`src/rtl/frame_update_scheduler_pkg.sv`:
```
// Shared constants for the per-frame game-logic update scheduler.
// Stage ordering matches the order the game logic must run in each frame.
package frame_update_scheduler_pkg;

  typedef enum int unsigned {
    STAGE_BALL    = 0,
    STAGE_PADDLE  = 1,
    STAGE_COLLIDE = 2,
    STAGE_BRICKS  = 3
  } game_stage_e;

  localparam int NUM_GAME_STAGES = int'(STAGE_BRICKS) + 1;
  localparam int OVERRUN_WIDTH   = 8;
  localparam logic [OVERRUN_WIDTH-1:0] OVERRUN_MAX = '1;

  // Stage index width; a single-stage build still needs a 1-bit index.
  function automatic int idx_width(input int n);
    return (n > 1) ? $clog2(n) : 1;
  endfunction

endpackage

```
`src/rtl/frame_update_scheduler_if.sv`:
```
// Frame/stage handshake bundle between the video timing, the game-logic
// stages and the scheduler. The scheduler connects through the slave modport.
interface frame_update_scheduler_if
  import frame_update_scheduler_pkg::*;
#(
  parameter int NUM_STAGES        = NUM_GAME_STAGES,
  parameter int FRAME_COUNT_WIDTH = 8
);
  logic                         frame_start;
  logic                         pause;
  logic                         clear_flags;
  logic [NUM_STAGES-1:0]        stage_done;
  logic [NUM_STAGES-1:0]        stage_start;
  logic                         busy;
  logic                         commit;
  logic [FRAME_COUNT_WIDTH-1:0] frame_count;
  logic [NUM_STAGES-1:0]        timeout_flags;
  logic [OVERRUN_WIDTH-1:0]     overrun_count;

  modport master (
    output frame_start, pause, clear_flags, stage_done,
    input  stage_start, busy, commit, frame_count, timeout_flags, overrun_count
  );

  modport slave (
    input  frame_start, pause, clear_flags, stage_done,
    output stage_start, busy, commit, frame_count, timeout_flags, overrun_count
  );
endinterface

```
`src/rtl/frame_update_scheduler_counter.sv`:
```
// Free-running up counter with synchronous clear; wraps at 2**WIDTH.
module frame_update_scheduler_counter #(
  parameter int WIDTH = 8
) (
  input  logic             clk,
  input  logic             reset,
  input  logic             enable,
  output logic [WIDTH-1:0] count
);
  always_ff @(posedge clk) begin
    if (reset) begin
      count <= '0;
    end else if (enable) begin
      count <= count + WIDTH'(1);
    end
  end
endmodule

```
`src/rtl/frame_update_scheduler.sv`:
```
// Runs the game-logic stages in order once per video frame, then commits.
// Also tracks hung stages (sticky flags) and frame starts dropped while busy.
module frame_update_scheduler
  import frame_update_scheduler_pkg::*;
#(
  parameter int NUM_STAGES        = NUM_GAME_STAGES,
  parameter int TIMEOUT_CYCLES    = 1024,
  parameter int TIMEOUT_WIDTH     = 10,
  parameter int FRAME_COUNT_WIDTH = 8
) (
  input logic                     clk,
  input logic                     reset,
  frame_update_scheduler_if.slave bus
);
  localparam int IDX_W = idx_width(NUM_STAGES);
  localparam logic [IDX_W-1:0] LAST_IDX = IDX_W'(NUM_STAGES - 1);
  localparam logic [TIMEOUT_WIDTH-1:0] TIMEOUT_MAX = TIMEOUT_WIDTH'(TIMEOUT_CYCLES - 1);

  typedef enum logic [1:0] {
    ST_IDLE   = 2'd0,
    ST_START  = 2'd1,
    ST_WAIT   = 2'd2,
    ST_COMMIT = 2'd3
  } state_t;

  state_t                   state_reg, state_next;
  logic [IDX_W-1:0]         idx_reg, idx_next;
  logic                     done_seen_reg, done_seen_next;
  logic                     cur_done, advance, timeout_hit;
  logic [TIMEOUT_WIDTH-1:0] wait_count;
  logic [NUM_STAGES-1:0]    flag_set, flags_reg, flags_next;
  logic [OVERRUN_WIDTH-1:0] overrun_reg, overrun_next, overrun_base;
  logic                     overrun_inc;

  frame_update_scheduler_counter #(.WIDTH(TIMEOUT_WIDTH)) u_timeout (
    .clk    (clk),
    .reset  (reset || (state_reg == ST_START)),
    .enable (state_reg == ST_WAIT),
    .count  (wait_count)
  );

  frame_update_scheduler_counter #(.WIDTH(FRAME_COUNT_WIDTH)) u_frames (
    .clk    (clk),
    .reset  (reset),
    .enable (state_reg == ST_COMMIT),
    .count  (bus.frame_count)
  );

  // Only the active stage's done bit is ever looked at.
  assign cur_done = bus.stage_done[idx_reg];

  always_ff @(posedge clk) begin
    if (reset) begin
      state_reg     <= ST_IDLE;
      idx_reg       <= '0;
      done_seen_reg <= 1'b0;
      flags_reg     <= '0;
      overrun_reg   <= '0;
    end else begin
      state_reg     <= state_next;
      idx_reg       <= idx_next;
      done_seen_reg <= done_seen_next;
      flags_reg     <= flags_next;
      overrun_reg   <= overrun_next;
    end
  end

  // A done seen during START is held so WAIT advances on its first cycle.
  always_comb begin
    state_next     = state_reg;
    idx_next       = idx_reg;
    done_seen_next = done_seen_reg;
    advance        = 1'b0;
    timeout_hit    = 1'b0;
    case (state_reg)
      ST_IDLE: begin
        if (bus.frame_start && !bus.pause) begin
          state_next = ST_START;
          idx_next   = '0;
        end
      end
      ST_START: begin
        state_next     = ST_WAIT;
        done_seen_next = cur_done;
      end
      ST_WAIT: begin
        if (cur_done || done_seen_reg) begin
          advance = 1'b1;
        end else if (wait_count == TIMEOUT_MAX) begin
          advance     = 1'b1;
          timeout_hit = 1'b1;
        end
        if (advance) begin
          if (idx_reg == LAST_IDX) begin
            state_next = ST_COMMIT;
          end else begin
            state_next = ST_START;
            idx_next   = idx_reg + IDX_W'(1);
          end
        end
      end
      ST_COMMIT: state_next = ST_IDLE;
      default:   state_next = ST_IDLE;
    endcase
  end

  for (genvar gi = 0; gi < NUM_STAGES; gi++) begin : g_stage
    assign bus.stage_start[gi] = (state_reg == ST_START) && (idx_reg == IDX_W'(gi));
    assign flag_set[gi]        = timeout_hit && (idx_reg == IDX_W'(gi));
  end

  // Clear applies first so a same-cycle set or increment survives it.
  always_comb begin
    overrun_inc  = bus.frame_start && !bus.pause && (state_reg != ST_IDLE);
    overrun_base = bus.clear_flags ? '0 : overrun_reg;
    overrun_next = overrun_base;
    if (overrun_inc && (overrun_base != OVERRUN_MAX)) begin
      overrun_next = overrun_base + OVERRUN_WIDTH'(1);
    end
    flags_next = (bus.clear_flags ? '0 : flags_reg) | flag_set;
  end

  assign bus.busy          = (state_reg != ST_IDLE);
  assign bus.commit        = (state_reg == ST_COMMIT);
  assign bus.timeout_flags = flags_reg;
  assign bus.overrun_count = overrun_reg;

endmodule

```
`src/flat_wrapper.sv`:
```
// flat-port wrapper written by rule: the top's interface ports become plain ports
module frame_update_scheduler_flat import frame_update_scheduler_pkg::*;
#(
  parameter int NUM_STAGES        = NUM_GAME_STAGES,
  parameter int TIMEOUT_CYCLES    = 1024,
  parameter int TIMEOUT_WIDTH     = 10,
  parameter int FRAME_COUNT_WIDTH = 8
)
  (clk, reset, bus_frame_start, bus_pause, bus_clear_flags, bus_stage_done, bus_stage_start, bus_busy, bus_commit, bus_frame_count, bus_timeout_flags, bus_overrun_count);
  frame_update_scheduler_if #(.NUM_STAGES(NUM_STAGES), .FRAME_COUNT_WIDTH(FRAME_COUNT_WIDTH)) bus_i ();
  input logic clk;
  input logic reset;
  input wire logic [$bits(bus_i.frame_start)-1:0] bus_frame_start;
  input wire logic [$bits(bus_i.pause)-1:0] bus_pause;
  input wire logic [$bits(bus_i.clear_flags)-1:0] bus_clear_flags;
  input wire logic [$bits(bus_i.stage_done)-1:0] bus_stage_done;
  output wire logic [$bits(bus_i.stage_start)-1:0] bus_stage_start;
  output wire logic [$bits(bus_i.busy)-1:0] bus_busy;
  output wire logic [$bits(bus_i.commit)-1:0] bus_commit;
  output wire logic [$bits(bus_i.frame_count)-1:0] bus_frame_count;
  output wire logic [$bits(bus_i.timeout_flags)-1:0] bus_timeout_flags;
  output wire logic [$bits(bus_i.overrun_count)-1:0] bus_overrun_count;
  assign bus_i.frame_start = bus_frame_start;
  assign bus_i.pause = bus_pause;
  assign bus_i.clear_flags = bus_clear_flags;
  assign bus_i.stage_done = bus_stage_done;
  assign bus_stage_start = bus_i.stage_start;
  assign bus_busy = bus_i.busy;
  assign bus_commit = bus_i.commit;
  assign bus_frame_count = bus_i.frame_count;
  assign bus_timeout_flags = bus_i.timeout_flags;
  assign bus_overrun_count = bus_i.overrun_count;
  frame_update_scheduler #(.NUM_STAGES(NUM_STAGES), .TIMEOUT_CYCLES(TIMEOUT_CYCLES), .TIMEOUT_WIDTH(TIMEOUT_WIDTH), .FRAME_COUNT_WIDTH(FRAME_COUNT_WIDTH)) u_core (.clk(clk), .reset(reset), .bus(bus_i));
endmodule
```
`config.mk`:
```
export PLATFORM = sky130hd
export DESIGN_NAME = frame_update_scheduler_flat
export DESIGN_NICKNAME = d
export VERILOG_FILES = /design/src/rtl/frame_update_scheduler_pkg.sv /design/src/rtl/frame_update_scheduler_if.sv /design/src/rtl/frame_update_scheduler_counter.sv /design/src/rtl/frame_update_scheduler.sv /design/src/flat_wrapper.sv
export SDC_FILE = /design/constraint.sdc
export NUM_CORES = 1
export LEC_CHECK = 0
export ABC_AREA = 0
export CAP_MARGIN = 10
export CELL_PAD_IN_SITES_DETAIL_PLACEMENT = 2
export CELL_PAD_IN_SITES_GLOBAL_PLACEMENT = 2
export CORE_MARGIN = 5
export CORE_UTILIZATION = 30
export DETAILED_ROUTE_END_ITERATION = 10
export PLACE_DENSITY_LB_ADDON = 0.1
export SLEW_MARGIN = 20
export SYNTH_ARGS = -nofsm -noshare
export SYNTH_HDL_FRONTEND = slang
export SYNTH_SLANG_ARGS = --single-unit
```
`constraint.sdc`:
```
create_clock -name clk -period 2.1 [get_ports clk]
set_clock_uncertainty 0.1 [all_clocks]
set_input_delay 0.315 -clock clk [delete_from_list [all_inputs] [get_ports clk]]
set_output_delay 0.315 -clock clk [all_outputs]
set_load 0.005 [all_outputs]
```
Yosys cells after proc, flatten, opt, wreduce, memory -nomap -nowiden. Index checks and enable logic that the tools add are counted. W data, S select, Z words.

Add/sub/neg operators: 4. $lt $le $gt $ge: 1. Equality and inequality tests: 11. Mux-type cells: 18. Bitwise operators: 1. Reductions and logical operators: 20.

Operators by type and width (number): $add A8 B1 Y8 const B (2); $mux W8 (2); $mux W2 (6); $logic_and A1 B1 Y1 (11); $add A10 B1 Y10 const B (1); $eq A10 B10 Y1 const B (1); $eq A2 B2 Y1 const B (4); $ne A8 B8 Y1 const B (1); $pmux W2 S4 (1); $mux W1 (6); $eq A2 B1 Y1 const B (2); $logic_not A2 Y1 (2); $mux W4 (1); $ne A2 B1 Y1 const B (2); $or A4 B4 Y4 (1); $pmux W2 S2 (1); $reduce_and A4 Y1 (1); $reduce_bool A2 Y1 (2); $lt A2 B3 Y1 const B (1); $add A2 B1 Y2 const B (1); $bmux W1 S2 (1); $logic_or A1 B1 Y1 (2); $ne A2 B2 Y1 const B (1); $reduce_and A2 Y1 (1); $logic_not A1 Y1 (1).

Flip-flop bits (word level): 35. Bits of input ports: 9. Output and inout bits: 26. Word-level logic and storage cells: 62.

Longest topological paths before layout. Gate-level depths: netlist of the first run.

Word-level depth: 7. Mapped depth: 6. Depth with buffers taken out: 5.

Modules after synthesis. A second synthesis of the first run with hierarchy kept.

Cells, all modules: 195. Area, all modules: 1790.5 µm².

By module, submodules not included: frame_update_scheduler (instances 1, cells an instance 109, area an instance 1011.0 µm², sequential area each 340.3 µm²); frame_update_scheduler_counter (u_core.u_timeout) (instances 1, cells an instance 49, area an instance 440.4 µm², sequential area each 200.2 µm²); frame_update_scheduler_counter (u_core.u_frames) (instances 1, cells an instance 37, area an instance 339.1 µm², sequential area each 160.2 µm²).

Least setup slack after synthesis of the first run. No wires, ideal clock.

Kind: register -> register. From: register u_core.idx_reg[0]. To: register u_core.idx_reg[0]. Library setup time: 128 ps. Arrival time: 1517 ps. Required time: 1872 ps. Setup slack: 355 ps. Cell stages (with the launch flop): 5. Path buffers: 0. Clock period less this slack: 1745 ps. Cells stage by stage: dfxtp_1 mux4_2 nor3_4 and2_2 o211ai_1.

Longest elaborated chain between the ends: 7. Elaborated cells on any way between the ends: 13. Classes of those cells: add/sub: 1; eq/ne: 3; mux: 7; reduce/logical: 2.

Ends and longest elaborated chain: from (decl) (RTL line frame_update_scheduler.sv:27) `logic [IDX_W-1:0] idx_reg, idx_next;`; from (signal assigned) (RTL line frame_update_scheduler.sv:61) `idx_reg <= idx_next;`; $bmux W1 S2 (RTL line frame_update_scheduler.sv:50) `assign cur_done = bus.stage_done[idx_reg];`; $mux W1 (not written as such) (RTL line frame_update_scheduler.sv:50); $logic_or A1 B1 Y1 (RTL line frame_update_scheduler.sv:87) `if (cur_done || done_seen_reg) begin`; $mux W1 (RTL line frame_update_scheduler.sv:87); $mux W1 (RTL line frame_update_scheduler.sv:75) `case (state_reg)`; $ne A2 B1 Y1 (no line); $reduce_and A4 Y1 (no line).

Parallel ways exist; a longest one is shown, timed or not. The select of a mux whose other input is x is not followed. A chain may end at the register's enable or synchronous reset.

Worst setup path in the final report of the first run.
From: register u_core.idx_reg[1]. To: output bus_stage_start[0].

Longest elaborated chain between the ends: 2.

Ends and longest elaborated chain: $logic_not A2 Y1 (RTL line frame_update_scheduler.sv:108) `assign bus.stage_start[gi] = (state_reg == ST_START) && (idx_reg == IDX_W'(gi));`; $logic_and A1 B1 Y1 (RTL line frame_update_scheduler.sv:108); to (decl) (RTL line flat_wrapper.sv:17) `output wire logic [$bits(bus_i.stage_start)-1:0] bus_stage_start;`.

No other way between the ends.

==> flow_metrics.py, run 1 <==
metrics = {
    "outcome": {
        "status": "finished, final reports clean",
    },
    "setup_path": {
        "worst_setup_path_end_kind": "output port",
        "r2r-end": "u_core.idx_reg[1]",
        "crit_path_start_kind": "register",
        "critPathMaxFanout": 5,
        "cp_data_arrival_time_ns": 1.63,
        "worstRegToRegCells": 4,
        "critPathKind": "register to output port",
        "r2r-start": "u_core.idx_reg[0]",
        "path_buf_inv": 2,
        "path_cells": "inv_1 > ha_1 > and2_1 > clkdlybuf4s50_1",
        "critical_path.top_delay_family": "buffers and inverters",
        "cp_slowest_cell": "clkdlybuf4s50_1",
        "critPathMaxStageDelay_ns": 0.50,
        "r2r_slack_ns": 0.29,
        "crit_required_ns": 1.68,
    },
    "timing": {
        "timing.hold.ws_ns": 0.3948,
        "final_max_slew_viol_count": 0,
        "max_freq_mhz": 489.1,
        "period_needed_ns": 2.045,
        "maxSlewHeadroom": 0.6154,
        "period_share": 0.9737,
        "setup_viol": 0,
        "tightestPinTransition_ns": 0.5724,
        "setup_slack_ns": 0.05523,
        "hold_violations": 0,
    },
    "floorplan": {
        "start_util": 0.3047,
        "num_rows": 28,
        "pin_count": 35,
        "dieArea_um2": 7585,
        "fp.dieH_um": 87.09,
        "die_x_um": 87.09,
        "core_area_um2": 5851,
    },
    "routing": {
        "drtAntennaViolNets": 0,
        "firstDrtPassIters": 4,
        "viasPerCell": 5.192,
        "route.detailed.drc": 0,
        "avgRoutedWirePerCell_um": 17.60,
        "drt_iter0_drc": 30,
        "routed_wl_mm": 5.685,
        "via_count": 1677,
    },
    "yosys": {
        "synth_cell_types": 43,
        "ys_top_cells_by_area": "dfxtp_1 39%, ha_1 4.9%, nor2_1 4.8%, nand2_1 3.6%, xnor2_1 3.4%",
        "yosys_warnings": 0,
        "ys_ff_latch": 35,
        "yosysTopAreaCell": "dfxtp_1",
        "synth_edf_count": 0,
        "syn_nets": 219,
        "synth_area_per_cell_um2": 8.783,
        "netlist_area_um2": 1783,
        "synth_top_cell_area_share": 0.3930,
        "netlist_instances": 203,
        "ys_seq_area_frac": 0.3930,
        "ys.flop_type": "dfxtp_1",
        "async_flop_share": 0,
    },
    "place": {
        "dpl_cell_area_um2": 2280,
        "place_ws_ns": -0.1481,
        "io_buffer_count": 34,
        "gp_congestion": 0.8054,
        "post-dp-hpwl_mm": 4.241,
    },
    "clock_tree": {
        "htree_levels": 2,
        "cts_root_buf": "clkbuf_8",
        "cts-hold-fix-buffers": 0,
        "clk_latency_ns": 0.29,
        "cts_num_sinks": 35,
        "post_cts_resized": 3,
        "cts_buffer_depth": 2,
        "cts_setup_buffers": 0,
        "cts_buffers": 5,
        "tritoncts": "yes",
        "clk_pin_slew_ns": 0.08,
    },
    "global_route": {
        "grt_usage": 0.1618,
        "grt-ovfl-total": 0,
        "grt_pass1_vias": 1929,
        "antenna_found_initial": 0,
        "grt_max_degree": 26,
        "grt_pass1_wl_mm": 9.625,
    },
    "layout": {
        "drive_above_1_share": 0.1331,
        "largest_reg_flops": 10,
        "fin_nets": 263,
        "regMostFlops": "u_core.u_timeout.count",
        "fin_area_um2": 2422,
        "antenna_cells": 0,
        "syn2layout_area_growth_pct": 35.86,
        "fill_cells": 652,
    },
    "power_and_ir_drop": {
        "p_leak_nw": 0.8405,
        "pwr_density_cell_nw_per_um2": 597.8,
        "finalPower_w": 0.001448,
        "peakVddDrop_uv": 289.4,
    },
    "worst_hold_path": {
        "hold_path_class": "register to register",
        "holdPathStages": 1,
        "hold_path_end": "u_core.bus.overrun_count[7]",
        "hp-start": "u_core.bus.overrun_count[7]",
    },
    "job": {
        "drv_cap": 0,
    },
}
==> cell usage after synthesis (6+ instances only) <==
| cell | n |
|---|---|
| and2_1 | 7 |
| ha_1 | 7 |
| nand3_1 | 6 |
| a21oi_1 | 10 |
| xor2_1 | 7 |
| xnor2_1 | 7 |
| nor2_1 | 23 |
| dfxtp_1 | 35 |
| nand2_1 | 17 |
| nor3_1 | 6 |
| nand4_1 | 8 |
| nor2b_1 | 6 |
==> cells in the final DEF, fill, tap and decap left out, types with 7 or more instances in the layout <==
cell type	netlist	final
clkdlybuf4s50_1	0	34
dfxtp_1	35	33
nor2_1	23	23
nand2_1	17	17
a21oi_1	10	10
buf_4	0	10
nand4_1	8	8
and2_1	7	7
xor2_1	7	7
xnor2_1	7	7
==> cell type report <==
| class | count | area [µm²] | share of cell area |
|---|---|---|---|
| clock buffers | 6 | 82.58 | 0.03409 |
| clock inverters | 2 | 35.03 | 0.01446 |
| inverters | 4 | 15.01 | 0.006198 |
| multi-input cells | 156 | 1055 | 0.4354 |
| flip-flops and latches | 35 | 705.7 | 0.2913 |
| well taps | 75 | 93.84 | 0.03874 |
| repair buffers | 45 | 435.4 | 0.1798 |
==> per-layer routing <==
layer	wire, µm	global-route usage	vias to the layer above	share of wire
met5	0	0	-	0
met4	74	0.05439	0	0.013
met3	159	0.02933	5	0.028
met2	2990	0.3016	25	0.53
met1	2460	0.1834	826	0.43
li1	-	-	821	-
==> worst max-delay path by stage <==
| stage | from | to | cells past startpoint |
|---|---|---|---|
| after floorplan | u_core.idx_reg[0] | u_core.idx_reg[0] | 4 |
| after global placement | bus_clear_flags | u_core.bus.overrun_count[7] | 6 |
| after detailed placement | bus_clear_flags | u_core.bus.overrun_count[6] | 6 |
| after CTS | u_core.idx_reg[1] | bus_stage_start[3] | 3 |
| after global routing | u_core.idx_reg[1] | bus_stage_start[1] | 4 |
| final | u_core.idx_reg[1] | bus_stage_start[0] | 4 |
==> power by group <==
group | total, W | switching [W] | internal, W | leakage [nW]
registers | 0.000679 | 0.00000930 | 0.000669 | 0.284
clock network | 0.000649 | 0.000264 | 0.000384 | 0.0612
logic | 0.000121 | 0.0000621 | 0.0000585 | 0.496
==> per-stage QoR <==
| stage | util | std cells | setup TNS [ns] |
|---|---|---|---|
| 2_1_floorplan | - | 203 | 0 |
| 3_3_place_gp | 0.3896 | 315 | 0 |
| 3_5_place_dp | 0.3896 | 315 | -0.1535 |
| 4_1_cts | 0.4108 | 323 | 0 |
| 5_1_grt | 0.4140 | 323 | -0.00002665 |
| 6_report | 0.4140 | 323 | 0 |
==> cells by family (layout without fill, tap and decap cells) <==
kind of cell             after synthesis  count (layout)  synth area share
AO/OA/AOI/OAI                         34              34            0.1418
XOR/XNOR                              14              14           0.06877
adder cells (fa/ha/maj)                7               7           0.04912
buffers and inverters                 12              57           0.02666
flip-flops                            35              35            0.3930
multiplexers                           3               3           0.02386
AND/OR/NAND/NOR                       98              98            0.2969
(Power assumes the default switching activity.)
==> inputs of run 2 (changes only) <==
Settings changed: SKIP_LAST_GASP set to 1.
==> results of run 2 <==
The final DEF is identical to that of run 1; final timing and power are the same.
